**config.mk**
```make
export PLATFORM = sky130hd
export DESIGN_NAME = inst_prefetch_flat
export DESIGN_NICKNAME = d
export VERILOG_FILES = /design/src/rtl/inst_prefetch_pkg.sv /design/src/rtl/inst_prefetch_if.sv /design/src/rtl/inst_prefetch_fifo.sv /design/src/rtl/inst_prefetch.sv /design/src/flat_wrapper.sv
export SDC_FILE = /design/constraint.sdc
export NUM_CORES = 1
export LEC_CHECK = 0
export CELL_PAD_IN_SITES_DETAIL_PLACEMENT = 1
export CELL_PAD_IN_SITES_GLOBAL_PLACEMENT = 2
export CORE_UTILIZATION = 43
export CTS_CLUSTER_DIAMETER = 30
export DETAILED_ROUTE_END_ITERATION = 7
export GPL_ROUTABILITY_DRIVEN = 0
export PLACE_DENSITY = 0.88
export REMOVE_ABC_BUFFERS = 1
export SLEW_MARGIN = 10
export SYNTH_ARGS = -nofsm -noshare
export SYNTH_HDL_FRONTEND = slang
export SYNTH_HIERARCHICAL = 1
export SYNTH_SLANG_ARGS = --single-unit
```
**constraint.sdc**
```tcl
create_clock -name clk -period 7.9 [get_ports clk]
set_clock_uncertainty 0.05 [all_clocks]
set_input_delay 1.58 -clock clk [delete_from_list [all_inputs] [get_ports clk]]
set_output_delay 1.58 -clock clk [all_outputs]
set_load 0.02 [all_outputs]
```
**src/rtl/inst_prefetch_pkg.sv**
```systemverilog
// Shared constants for the instruction prefetch front end.
// Chip-enable encodings, reset polarity, default widths, FSM states.
package inst_prefetch_pkg;

    localparam logic CHIP_ENABLE  = 1'b1;
    localparam logic CHIP_DISABLE = 1'b0;
    localparam logic RST_ENABLE   = 1'b1;

    localparam logic [31:0] ZERO_WORD = 32'h0000_0000;

    localparam int INST_ADDR_W    = 32;
    localparam int INST_DATA_W    = 32;
    localparam int PREFETCH_DEPTH = 4;

    localparam logic [0:0] ST_BOOT = 1'b0;
    localparam logic [0:0] ST_RUN  = 1'b1;

endpackage

```
**src/rtl/inst_prefetch_if.sv**
```systemverilog
// Valid/ready bundle carrying {pc, inst} from prefetch to IF/ID.
// master drives valid/pc/inst, slave drives ready.
interface inst_prefetch_if #(
    parameter int ADDR_W = 32,
    parameter int INST_W = 32
);

    logic              valid;
    logic              ready;
    logic [ADDR_W-1:0] pc;
    logic [INST_W-1:0] inst;

    modport master (
        output valid,
        output pc,
        output inst,
        input  ready
    );

    modport slave (
        input  valid,
        input  pc,
        input  inst,
        output ready
    );

endinterface

```
**src/rtl/inst_prefetch_fifo.sv**
```systemverilog
// Synchronous DEPTH-entry FIFO for fetched {pc, inst} pairs.
// flush empties it in one cycle; head data is read combinationally.
module inst_prefetch_fifo #(
    parameter int DEPTH = 4,
    parameter int W     = 64,
    localparam int PW   = $clog2(DEPTH),
    localparam int CW   = PW + 1
) (
    input  logic          clk,
    input  logic          rst,
    input  logic          push,
    input  logic          pop,
    input  logic          flush,
    input  logic [W-1:0]  wdata,
    output logic [W-1:0]  rdata,
    output logic [CW-1:0] count
);

    logic [W-1:0]  mem [DEPTH];
    logic [PW-1:0] head;
    logic [PW-1:0] tail;

    assign rdata = mem[head];

    // Storage write at the tail; contents need no reset.
    always_ff @(posedge clk) begin
        if (push) begin
            mem[tail] <= wdata;
        end
    end

    // Pointers and occupancy; flush and reset discard everything.
    always_ff @(posedge clk) begin
        if (rst || flush) begin
            head  <= '0;
            tail  <= '0;
            count <= '0;
        end else begin
            if (push) begin
                tail <= tail + 1'b1;
            end
            if (pop) begin
                head <= head + 1'b1;
            end
            if (push && !pop) begin
                count <= count + 1'b1;
            end else if (pop && !push) begin
                count <= count - 1'b1;
            end
        end
    end

endmodule

```
**src/rtl/inst_prefetch.sv**
```systemverilog
// Instruction fetch front end: fetch PC, ROM drive, prefetch buffer.
// Decouples ROM access from IF/ID stalls; redirects flush the buffer.
module inst_prefetch
    import inst_prefetch_pkg::*;
#(
    parameter int ADDR_W = INST_ADDR_W,
    parameter int INST_W = INST_DATA_W,
    parameter int DEPTH  = PREFETCH_DEPTH,
    parameter logic [ADDR_W-1:0] RESET_PC = '0
) (
    input  logic              clk,
    input  logic              rst,
    output logic              rom_ce,
    output logic [ADDR_W-1:0] rom_addr,
    input  logic [INST_W-1:0] rom_inst,
    input  logic              redirect,
    input  logic [ADDR_W-1:0] redirect_pc,
    inst_prefetch_if.master   out
);

    localparam int CW = $clog2(DEPTH) + 1;
    localparam int W  = ADDR_W + INST_W;
    localparam logic [CW-1:0] FULL = CW'(DEPTH);

    logic [0:0]        state;
    logic [ADDR_W-1:0] fetch_pc;
    logic [CW-1:0]     count;
    logic [W-1:0]      rdata;
    logic              push;
    logic              pop;
    logic              valid;
    logic              unused_low_bits;

    assign unused_low_bits = ^redirect_pc[1:0];

    assign push  = (state == ST_RUN) && !redirect && (count < FULL);
    assign valid = (count != '0) && !redirect;
    assign pop   = valid && out.ready;

    assign rom_ce   = push ? CHIP_ENABLE : CHIP_DISABLE;
    assign rom_addr = push ? fetch_pc : ADDR_W'(ZERO_WORD);

    assign out.valid = valid;
    assign out.pc    = valid ? rdata[W-1:INST_W] : '0;
    assign out.inst  = valid ? rdata[INST_W-1:0] : '0;

    // BOOT holds through reset plus one cycle, then RUN until reset.
    always_ff @(posedge clk) begin
        if (rst == RST_ENABLE) begin
            state <= ST_BOOT;
        end else begin
            state <= ST_RUN;
        end
    end

    // Fetch PC: reset vector, word-aligned redirect, or next word.
    always_ff @(posedge clk) begin
        if (rst == RST_ENABLE) begin
            fetch_pc <= RESET_PC;
        end else if (redirect) begin
            fetch_pc <= {redirect_pc[ADDR_W-1:2], 2'b00};
        end else if (push) begin
            fetch_pc <= fetch_pc + ADDR_W'(4);
        end
    end

    inst_prefetch_fifo #(
        .DEPTH (DEPTH),
        .W     (W)
    ) u_fifo (
        .clk   (clk),
        .rst   (rst),
        .push  (push),
        .pop   (pop),
        .flush (redirect),
        .wdata ({fetch_pc, rom_inst}),
        .rdata (rdata),
        .count (count)
    );

endmodule

```
**src/flat_wrapper.sv**
```systemverilog
// flat-port wrapper written by rule: the top's interface ports become plain ports
module inst_prefetch_flat import inst_prefetch_pkg::*;
#(
    parameter int ADDR_W = INST_ADDR_W,
    parameter int INST_W = INST_DATA_W,
    parameter int DEPTH  = PREFETCH_DEPTH,
    parameter logic [ADDR_W-1:0] RESET_PC = '0
)
  (clk, rst, rom_ce, rom_addr, rom_inst, redirect, redirect_pc, out_valid, out_pc, out_inst, out_ready);
  inst_prefetch_if #(.ADDR_W(ADDR_W), .INST_W(INST_W)) out_i ();
  input  logic clk;
  input  logic rst;
  output logic rom_ce;
  output logic [ADDR_W-1:0] rom_addr;
  input  logic [INST_W-1:0] rom_inst;
  input  logic redirect;
  input  logic [ADDR_W-1:0] redirect_pc;
  output wire logic [$bits(out_i.valid)-1:0] out_valid;
  output wire logic [$bits(out_i.pc)-1:0] out_pc;
  output wire logic [$bits(out_i.inst)-1:0] out_inst;
  input wire logic [$bits(out_i.ready)-1:0] out_ready;
  assign out_valid = out_i.valid;
  assign out_pc = out_i.pc;
  assign out_inst = out_i.inst;
  assign out_i.ready = out_ready;
  inst_prefetch #(.ADDR_W(ADDR_W), .INST_W(INST_W), .DEPTH(DEPTH), .RESET_PC(RESET_PC)) u_core (.clk(clk), .rst(rst), .rom_ce(rom_ce), .rom_addr(rom_addr), .rom_inst(rom_inst), .redirect(redirect), .redirect_pc(redirect_pc), .out(out_i));
endmodule
```
# Word level (Yosys, flattened, before mapping)
# Memory sizes are Yosys's and may differ from the RTL's. A register that Yosys moved wholly into a read port is not among the register bits.
# Index checks and enable logic that the tools add are counted.
[totals]
reg_bits = 40
n_memories = 1
mem_bits_rw = 256
in_bits = 68
wordCells = 39
output_inout_bits = 98
[classes]
add_sub_neg = 5
order_cmp = 1
reduce_logical = 14
muxes = 12
[mem_list]
columns = ["memory", "words", "width", "read_ports", "rd_ports_with_merged_regs", "wr", "line", "rtl"]
rows = [
  ["u_core.u_fifo.mem", 4, 64, 1, 1, 1, "inst_prefetch_fifo.sv:19", "logic [W-1:0] mem [DEPTH];"],
]
[ops]
columns = ["op", "n"]
rows = [
  ["2-to-1 mux 32 bit", 5],
  ["adder 32 x 3 -> 32 bit, second input constant", 1],
  ["logical AND 1 bit", 6],
  ["2-to-1 mux 3 bit", 2],
  ["adder 2 x 1 -> 2 bit, second input constant", 2],
  ["2-to-1 mux 2 bit", 2],
  ["nonzero test 2 bit", 2],
  ["adder 3 x 1 -> 3 bit, second input constant", 1],
  ["logical NOT 1 bit", 3],
  ["< comparator 3 bit, second input constant", 1],
  ["2-to-1 mux 1 bit", 3],
  ["nonzero test 3 bit", 1],
  ["subtractor 3 x 1 -> 3 bit, second input constant", 1],
  ["OR reduction 2 bit", 1],
  ["logical OR 1 bit", 1],
]

# Longest topological paths before layout
# Gate-level depths: netlist (run 1).
[logic_depth]
depth_word = 7
depth_mapped = 11
ltp_nobuf = 10

# Cells and area by module
# The synthesis (run 1) kept the hierarchy.
[by_module_without_submodules]
columns = ["module", "n_inst", "area_per_inst_um2", "seq_area_each_um2", "cells_per_inst"]
rows = [
  ["inst_prefetch_fifo", 1, 9733.1, 7867.5, 377],
  ["inst_prefetch", 1, 2509.9, 620.6, 342],
]

# Least setup slack after synthesis (run 1)
# Ideal clock, no wire load.
[synth_path]
path_kind = "in2reg"
startpoint = "input port redirect"
endpoint = "memory u_core.u_fifo.mem[0][0], enable pin"
setup_ns = 0.429
n_path_buf = 2
path_stages = 5
arrival_time_ns = 4.407
path_slack_ns = 3.014
required_ns = 7.421
cell_sequence = "or3b_2 -> buf_2 -> clkinv_1 -> clkbuf_1 -> and2_1"
[synth_via]
elab_chain_len = 5
[synth_rtl]
columns = ["item", "line", "rtl"]
rows = [
  ["from (decl)", "flat_wrapper.sv:16", "input logic redirect;"],
  ["logical NOT 1 bit", "inst_prefetch.sv:36", "assign push = (state == ST_RUN) && !redirect && (count < FULL);"],
  ["logical AND 1 bit (2 in series)", "inst_prefetch.sv:36", ""],
  ["2-to-1 mux 1 bit", "n/a", ""],
  ["via rom_ce", "flat_wrapper.sv:13", "output logic rom_ce;"],
  ["2-to-1 mux 1 bit (not written as such)", "inst_prefetch_fifo.sv:28", "mem[tail] <= wdata;"],
  ["to (decl)", "inst_prefetch_fifo.sv:19", ""],
]
# The timed path passes the listed nets, and every way through them passes these cells.

# Worst setup path after layout (run 1)
[layout_path]
startpoint = "input port redirect"
endpoint = "output port rom_addr[3]"
[layout_via]
elab_chain_len = 4
[layout_rtl]
columns = ["item", "line", "rtl"]
rows = [
  ["logical NOT 1 bit", "inst_prefetch.sv:36", ""],
  ["logical AND 1 bit (2 in series)", "inst_prefetch.sv:36", ""],
  ["2-to-1 mux 32 bit", "inst_prefetch.sv:41", "assign rom_addr = push ? fetch_pc : ADDR_W'(ZERO_WORD);"],
  ["to (decl)", "flat_wrapper.sv:14", "output logic [ADDR_W-1:0] rom_addr;"],
]
# No other way between the ends.

==> metrics, run 1 <==
status completed; die width ~170 um; Placed Cells 1233; final worst path period need 6.04 ns; CTS Buffer Depth 3; Core Footprint 27900 um^2; CTS Sinks around 300; area of the multi-input gates roughly 3500 um^2; remaining global-route overflow 0; Critical Path AT 4.41 ns; register area ~8500 um^2; Die Ht 171 um; Async S/R FF share, synth 0%; Crit. End Element output pin; post-cts gate resize count 0; CTS Buf Count 57; H-tree depth 2; f_max around 0.17 GHz; DR DRC count 0; combinational power share between 5 and 6%; Sw Ratio between 20% and 30%; CTS tree done; Post-synth EDFFs roughly 260; Initial Util between 40% and 50%; Area Growth Syn to Fin 31.6%; register bit total from synthesis between 200 and 300; most common cell after layout, fill and taps aside edfxtp_1; P per Cell Area about 270 nW/um^2; first-pass GRT wire length roughly 46000 um; Final Net Count between 900 and 1000; Seq pwr share about two fifths; MaxCap Viol Count 0; # rows 61; Routed WL 29600 um; final period utilization between 70 and 80%; hpwl dp approximately 17000 um; Syn Std Cell Area 12200 um^2; Die ar. a little under 30000 um^2; Int Pwr 3.47 mW; Pins Over Slew Limit 0; Post-Layout Cell Count about 1300; Leakage approximately 5.3 nW; critical path class input pin to output pin; Reg clk slew, reported paths ~0.050 ns; port bufs between 150 and 200; Final ANT Viol Nets 0; clock power share between 50 and 60%; vias in the first global route about 8000; commonest non-fill, non-tap cells in the layout edfxtp_1 (256), clkdlybuf4s50_1 (161), and2_1 (94); peak supply drop roughly 0.00016 V; Post CTS Setup Buffer Count 0; hold-fix buffer count after cts 0; Critical Path RT about 6.3 ns; setup TNS 0 ns; wire length per cell ~22 um; Mapped Cells between 700 and 800; hold path cells 2; syn avg cell area between 15 and 20 um^2; Syn. warnings 6; worst hold path class flop to flop; RSZ-0062 raised after global routing no; diodes inserted 0; startpoint types input pin; Synth cell types 54; worst rel slew slack between 20% and 30%; Slew @ Worst Pin between 1 and 1.5 ns; Worst R2R Path Depth 5; endpoints failing setup 0; final hold vios 0; number of top-level pins 166; Worst-Skew Late Latency between 0.5 and 0.6 ns; Vias/cell between 5 and 6; share of cells above drive strength 1 ~18%; critical path fanouts, max 26; filler cell count ~2600; switching power of the nets about 930 uW; DRT Pass-1 Iters 4; initial antenna violation count 0; DR iter-0 viols between 400 and 500; GRT Total Usage about a fifth; prevailing post-synth register cell edfxtp_1; DR vias 7187; sequential fraction of the synthesis area ~69%; largest net degree at the start of global routing 65; root buffer selected by CTS clkbuf_16
-- cells by family after synthesis --
family                   Yosys count  synth area share, %
multiplexers                      67                 12.1
AO/OA/AOI/OAI                     57                 3.52
XOR/XNOR                          11                0.787
flip-flops                       296                 69.3
AND/OR/NAND/NOR                  226                 10.7
adder cells (fa/ha/maj)            7                0.777
other                              1               0.0306
buffers and inverters             54                 2.72
-- routing by layer --
layer / routed length (um) / vias to the layer above / track usage, % / share of wire, %
met5: 0 / - / 0 / 0
met4: 468 / 0 / 6.07 / 1.6
met3: 1790 / 42 / 4.26 / 6.1
met2: 14700 / 213 / 35.9 / 50
met1: 12600 / 3696 / 26.7 / 43
li1: - / 3236 / - / -
-- metrics by stage --
| step | worst slack [ns] | hold slack [ns] | total power [mW] | instance area, um^2 | utilization [%] |
|---|---|---|---|---|---|
| finish | 1.86 | 0.479 | 4.40 | 16100 | 57.8 |
| floorplan | 2.70 | 0.435 | 1.90 | 12000 | - |
| global route | 1.68 | 0.515 | 4.53 | 16100 | 57.8 |
| global placement | 1.83 | 0.453 | 2.02 | 14200 | 50.8 |
| CTS | 1.82 | 0.479 | 4.44 | 16100 | 57.8 |
| detailed placement | 1.81 | 0.469 | 2.03 | 14200 | 50.8 |
-- worst paths after layout --
check	endpoint	slack, ns	start
min reg2reg	u_core/u_fifo/head[1]	0.48	u_core/u_fifo/head[1]
max	rom_addr[3]	1.86	redirect
max reg2reg	u_core/fetch_pc[14]	4.48	u_core/fetch_pc[3]
min	u_core/u_fifo/head[1]	0.48	u_core/u_fifo/head[1]
-- synthesized netlist by cell type (9+ instances only) --
cell type | instances | share of area (%)
clkbuf_1 | 21 | 0.64
inv_1 | 11 | 0.34
and2_1 | 98 | 5.0
mux4_2 | 60 | 11
nor2_1 | 25 | 0.77
nor4_1 | 9 | 0.46
nand4_1 | 15 | 0.77
nor3_1 | 12 | 0.49
nand2_1 | 24 | 0.74
dfxtp_1 | 40 | 6.5
edfxtp_1 | 256 | 63
nand3_1 | 11 | 0.45
-- power by group through the flow --
stage | clock network, mW | registers (mW) | logic (mW)
floorplan | 0 | 1.79 | 0.107
global placement | 0 | 1.80 | 0.219
detailed placement | 0 | 1.80 | 0.224
CTS | 2.44 | 1.78 | 0.226
global route | 2.51 | 1.78 | 0.240
finish | 2.40 | 1.78 | 0.223
-- state kept, by name (all words and copies together), names as in the netlist, named ones only --
| name | flops |
|---|---|
| u_core/u_fifo/head | 2 |
| u_core/state | 1 |
| u_core/u_fifo/tail | 2 |
| u_core/u_fifo/mem | 256 |
| u_core/fetch_pc | 30 |
| u_core/u_fifo/count | 3 |
-- layout make-up --
cell class                 count  share of cell area (%)
sequential                   296                    52.7
inverter                      12                   0.280
multi-input combinational    378                    21.6
clock inverter                35                    2.70
tap                          378                    2.94
clock buffer                  70                    9.41
timing repair buffer         169                    10.4
-- worst max-delay path, cell delays in order --
cell and delay (ns):
clkdlybuf4s50_1 0.53, or3b_2 0.34, clkinv_1 0.71, buf_4 0.48, and2_1 0.18, clkdlybuf4s50_1 0.58
Note: power is estimated with default switching activity, not from simulation.
==> inputs of run 2 (changes only) <==
- CORE_UTILIZATION: 43 -> 40
- PLACE_DENSITY: 0.88 -> 0.83
- clock period: 7.9 -> 6 ns (I/O delays scaled with it)
==> run 2 against run 1 <==
Net effect:
- critical path depth decreased by 1
- setup slack got worse by 1.2 ns
- largest cell class unchanged
- combinational power grew 32%
- sequential cell count unchanged
- clock power rose by 50%
- critical path type unchanged
- critical endpoint unchanged
- non-clock buffer count increased by 2
- total power is 42% higher
- worst hold slack improved by 0.015 ns
==> metrics, run 2 (synthesis gave the netlist of run 1 again) <==
Final Net Count 1002 (+1.3%); wire length per cell 21.9 um (-0.69%); Crit. End Element output pin; critical path's slowest cell clkinv_1; CP cell instances clkdlybuf4s50_1, or3b_2, clkinv_1, and2_1, clkdlybuf4s50_1; startpoint types input pin; hold-fix buffer count after cts 0 (unchanged); share of cells above drive strength 1 19.5% (+2.0 points); vias in the first global route 7970 (+1.5%); number of top-level pins 166 (unchanged); worst rel slew slack 27.0% (+4.0 points); fin worst setup slack 0.661 ns (-1.20 ns); Critical Path AT 4.09 ns (-0.32 ns); met1 Resource Use GR 26.1% (-0.68 points); Top Registers u_core/u_fifo/mem: 256 flops, u_core/fetch_pc: 30 flops, u_core/u_fifo/count: 3 flops; setup TNS 0 ns (unchanged); largest net degree at the start of global routing 65 (unchanged); f_max between 0.15 and 0.2 GHz; combinational power share 4.7% (-0.4 points); Area Growth Syn to Fin 34.6%; H-tree depth 3 (+1); first-pass GRT wire length 46600 um (+2.2%); CTS Buffer Depth 3 (unchanged); Die Ht 177 um (+3.6%); Int Pwr 4.86 mW (+40%); Top Usage Layer GRT met2; root buffer selected by CTS clkbuf_16; DRT Pass-1 Iters 4 (unchanged); Seq pwr share 37.6% (-2.8 points); most common cell after layout, fill and taps aside edfxtp_1; Worst-Skew Late Latency 0.55 ns (-0.02 ns); final hold vios 0 (unchanged); switching power of the nets 1.37 mW (+47%); GRT Total Usage 19.9% (-0.97 points); final period utilization between 80% and 90%; Reg clk slew, reported paths 0.04 ns (about the same); Largest Register u_core/u_fifo/mem; clock power share 57.6% (+3.0 points); DR DRC count 0 (unchanged); Leakage 5.45 nW (+3.3%); Pins Over Slew Limit 0 (unchanged); port bufs 161 (unchanged); Critical Path RT 4.75 ns (-1.52 ns); CTS Sinks 296 (unchanged); Largest register FFs 256 (unchanged); most used cell along the critical path clkdlybuf4s50_1; final worst path period need 5.34 ns; met3 GRT Util 4.10% (-0.15 points); Post CTS Setup Buffer Count 0 (unchanged); DR vias 7353 (+2.3%); commonest non-fill, non-tap cells in the layout edfxtp_1 (256), clkdlybuf4s50_1 (161), and2_1 (94); GR Util met2 33.0% (-2.9 points); RSZ-0062 raised after global routing no; Core Footprint 29900 um^2 (+7.2%); post-cts gate resize count 0 (unchanged); remaining global-route overflow 0 (unchanged); Post-Place Setup Slack 0.579 ns (-1.23 ns); diodes inserted 0 (unchanged); # rows 63 (+3.3%); Final ANT Viol Nets 0 (unchanged); Slew @ Worst Pin 1.10 ns (-0.0501 ns); Sw Ratio 22.0% (+0.86 points); hpwl dp 17000 um (+0.38%); worst hold path class flop to flop; CTS tree done; Routed WL 30100 um (+1.8%); Die ar. 31300 um^2 (+7.4%); Initial Util 41.0% (-3.0 points); peak supply drop 0.000237 V (+45%); MaxCap Viol Count 0 (unchanged); critical path class input pin to output pin; CTS Buf Count 68 (+19%); die width 177 um (+3.6%); DR iter-0 viols 384 (-17%); initial antenna violation count 0 (unchanged); Vias/cell 5.36 (-0.23%); endpoints failing setup 0 (unchanged); Worst path max stage delay 0.86 ns (+0.15 ns); critical path fanouts, max 32 (+23%); status completed; P per Cell Area 378 nW/um^2 (+38%)
-- run 2: critical path: cells and delay by family --
family | cells | cell delay, ns
buffers and inverters | 3 | 2.05
and+or+nand+nor | 2 | 0.83
-- run 2: area by class of cell --
class	count	area, um^2
inverters	12	45.0
fillers	2801	13400
well taps	390	488
clock buffers	84	1800
repair buffers	171	1700
flip-flops and latches	296	8500
multi-input cells	378	3470
clock inverters	41	473
-- run 2: worst paths after layout --
path,slack [ns],endpoint,start,cells past startpoint
worst max-delay path,0.66,rom_addr[3],redirect,5
worst min-delay path,0.49,u_core/u_fifo/count[2],u_core/u_fifo/count[2],2
worst max register to register,2.75,u_core/u_fifo/mem[1][0],u_core/u_fifo/count[2],4
worst min register to register,0.49,u_core/u_fifo/count[2],u_core/u_fifo/count[2],2
-- run 2: metal layers --
| layer | vias to the layer above | wire length [um] |
|---|---|---|
| li1 | 3279 | - |
| met2 | 245 | 15000 |
| met5 | - | 0 |
| met4 | 0 | 507 |
| met3 | 43 | 1750 |
| met1 | 3786 | 12800 |
-- run 2: stage by stage --
stage          hold WS (ns)  std cells  power [mW]  utilization, %  area [um^2]
6_report              0.494       1372        6.22            55.2        16500
5_1_grt               0.545       1372        6.43            55.2        16500
4_1_cts               0.495       1372        6.31            55.2        16500
3_5_place_dp          0.487       1247        2.68            47.5        14200
3_3_place_gp          0.452       1247        2.66            47.5        14200
2_1_floorplan         0.435        686        2.50               -        12000
-- run 2: power by group through the flow --
stage | sequential (mW) | clock, mW | combinational (mW)
CTS | 2.34 | 3.66 | 0.299
global placement | 2.37 | 0 | 0.290
finish | 2.34 | 3.59 | 0.294
global route | 2.35 | 3.76 | 0.318
detailed placement | 2.38 | 0 | 0.297
floorplan | 2.36 | 0 | 0.140
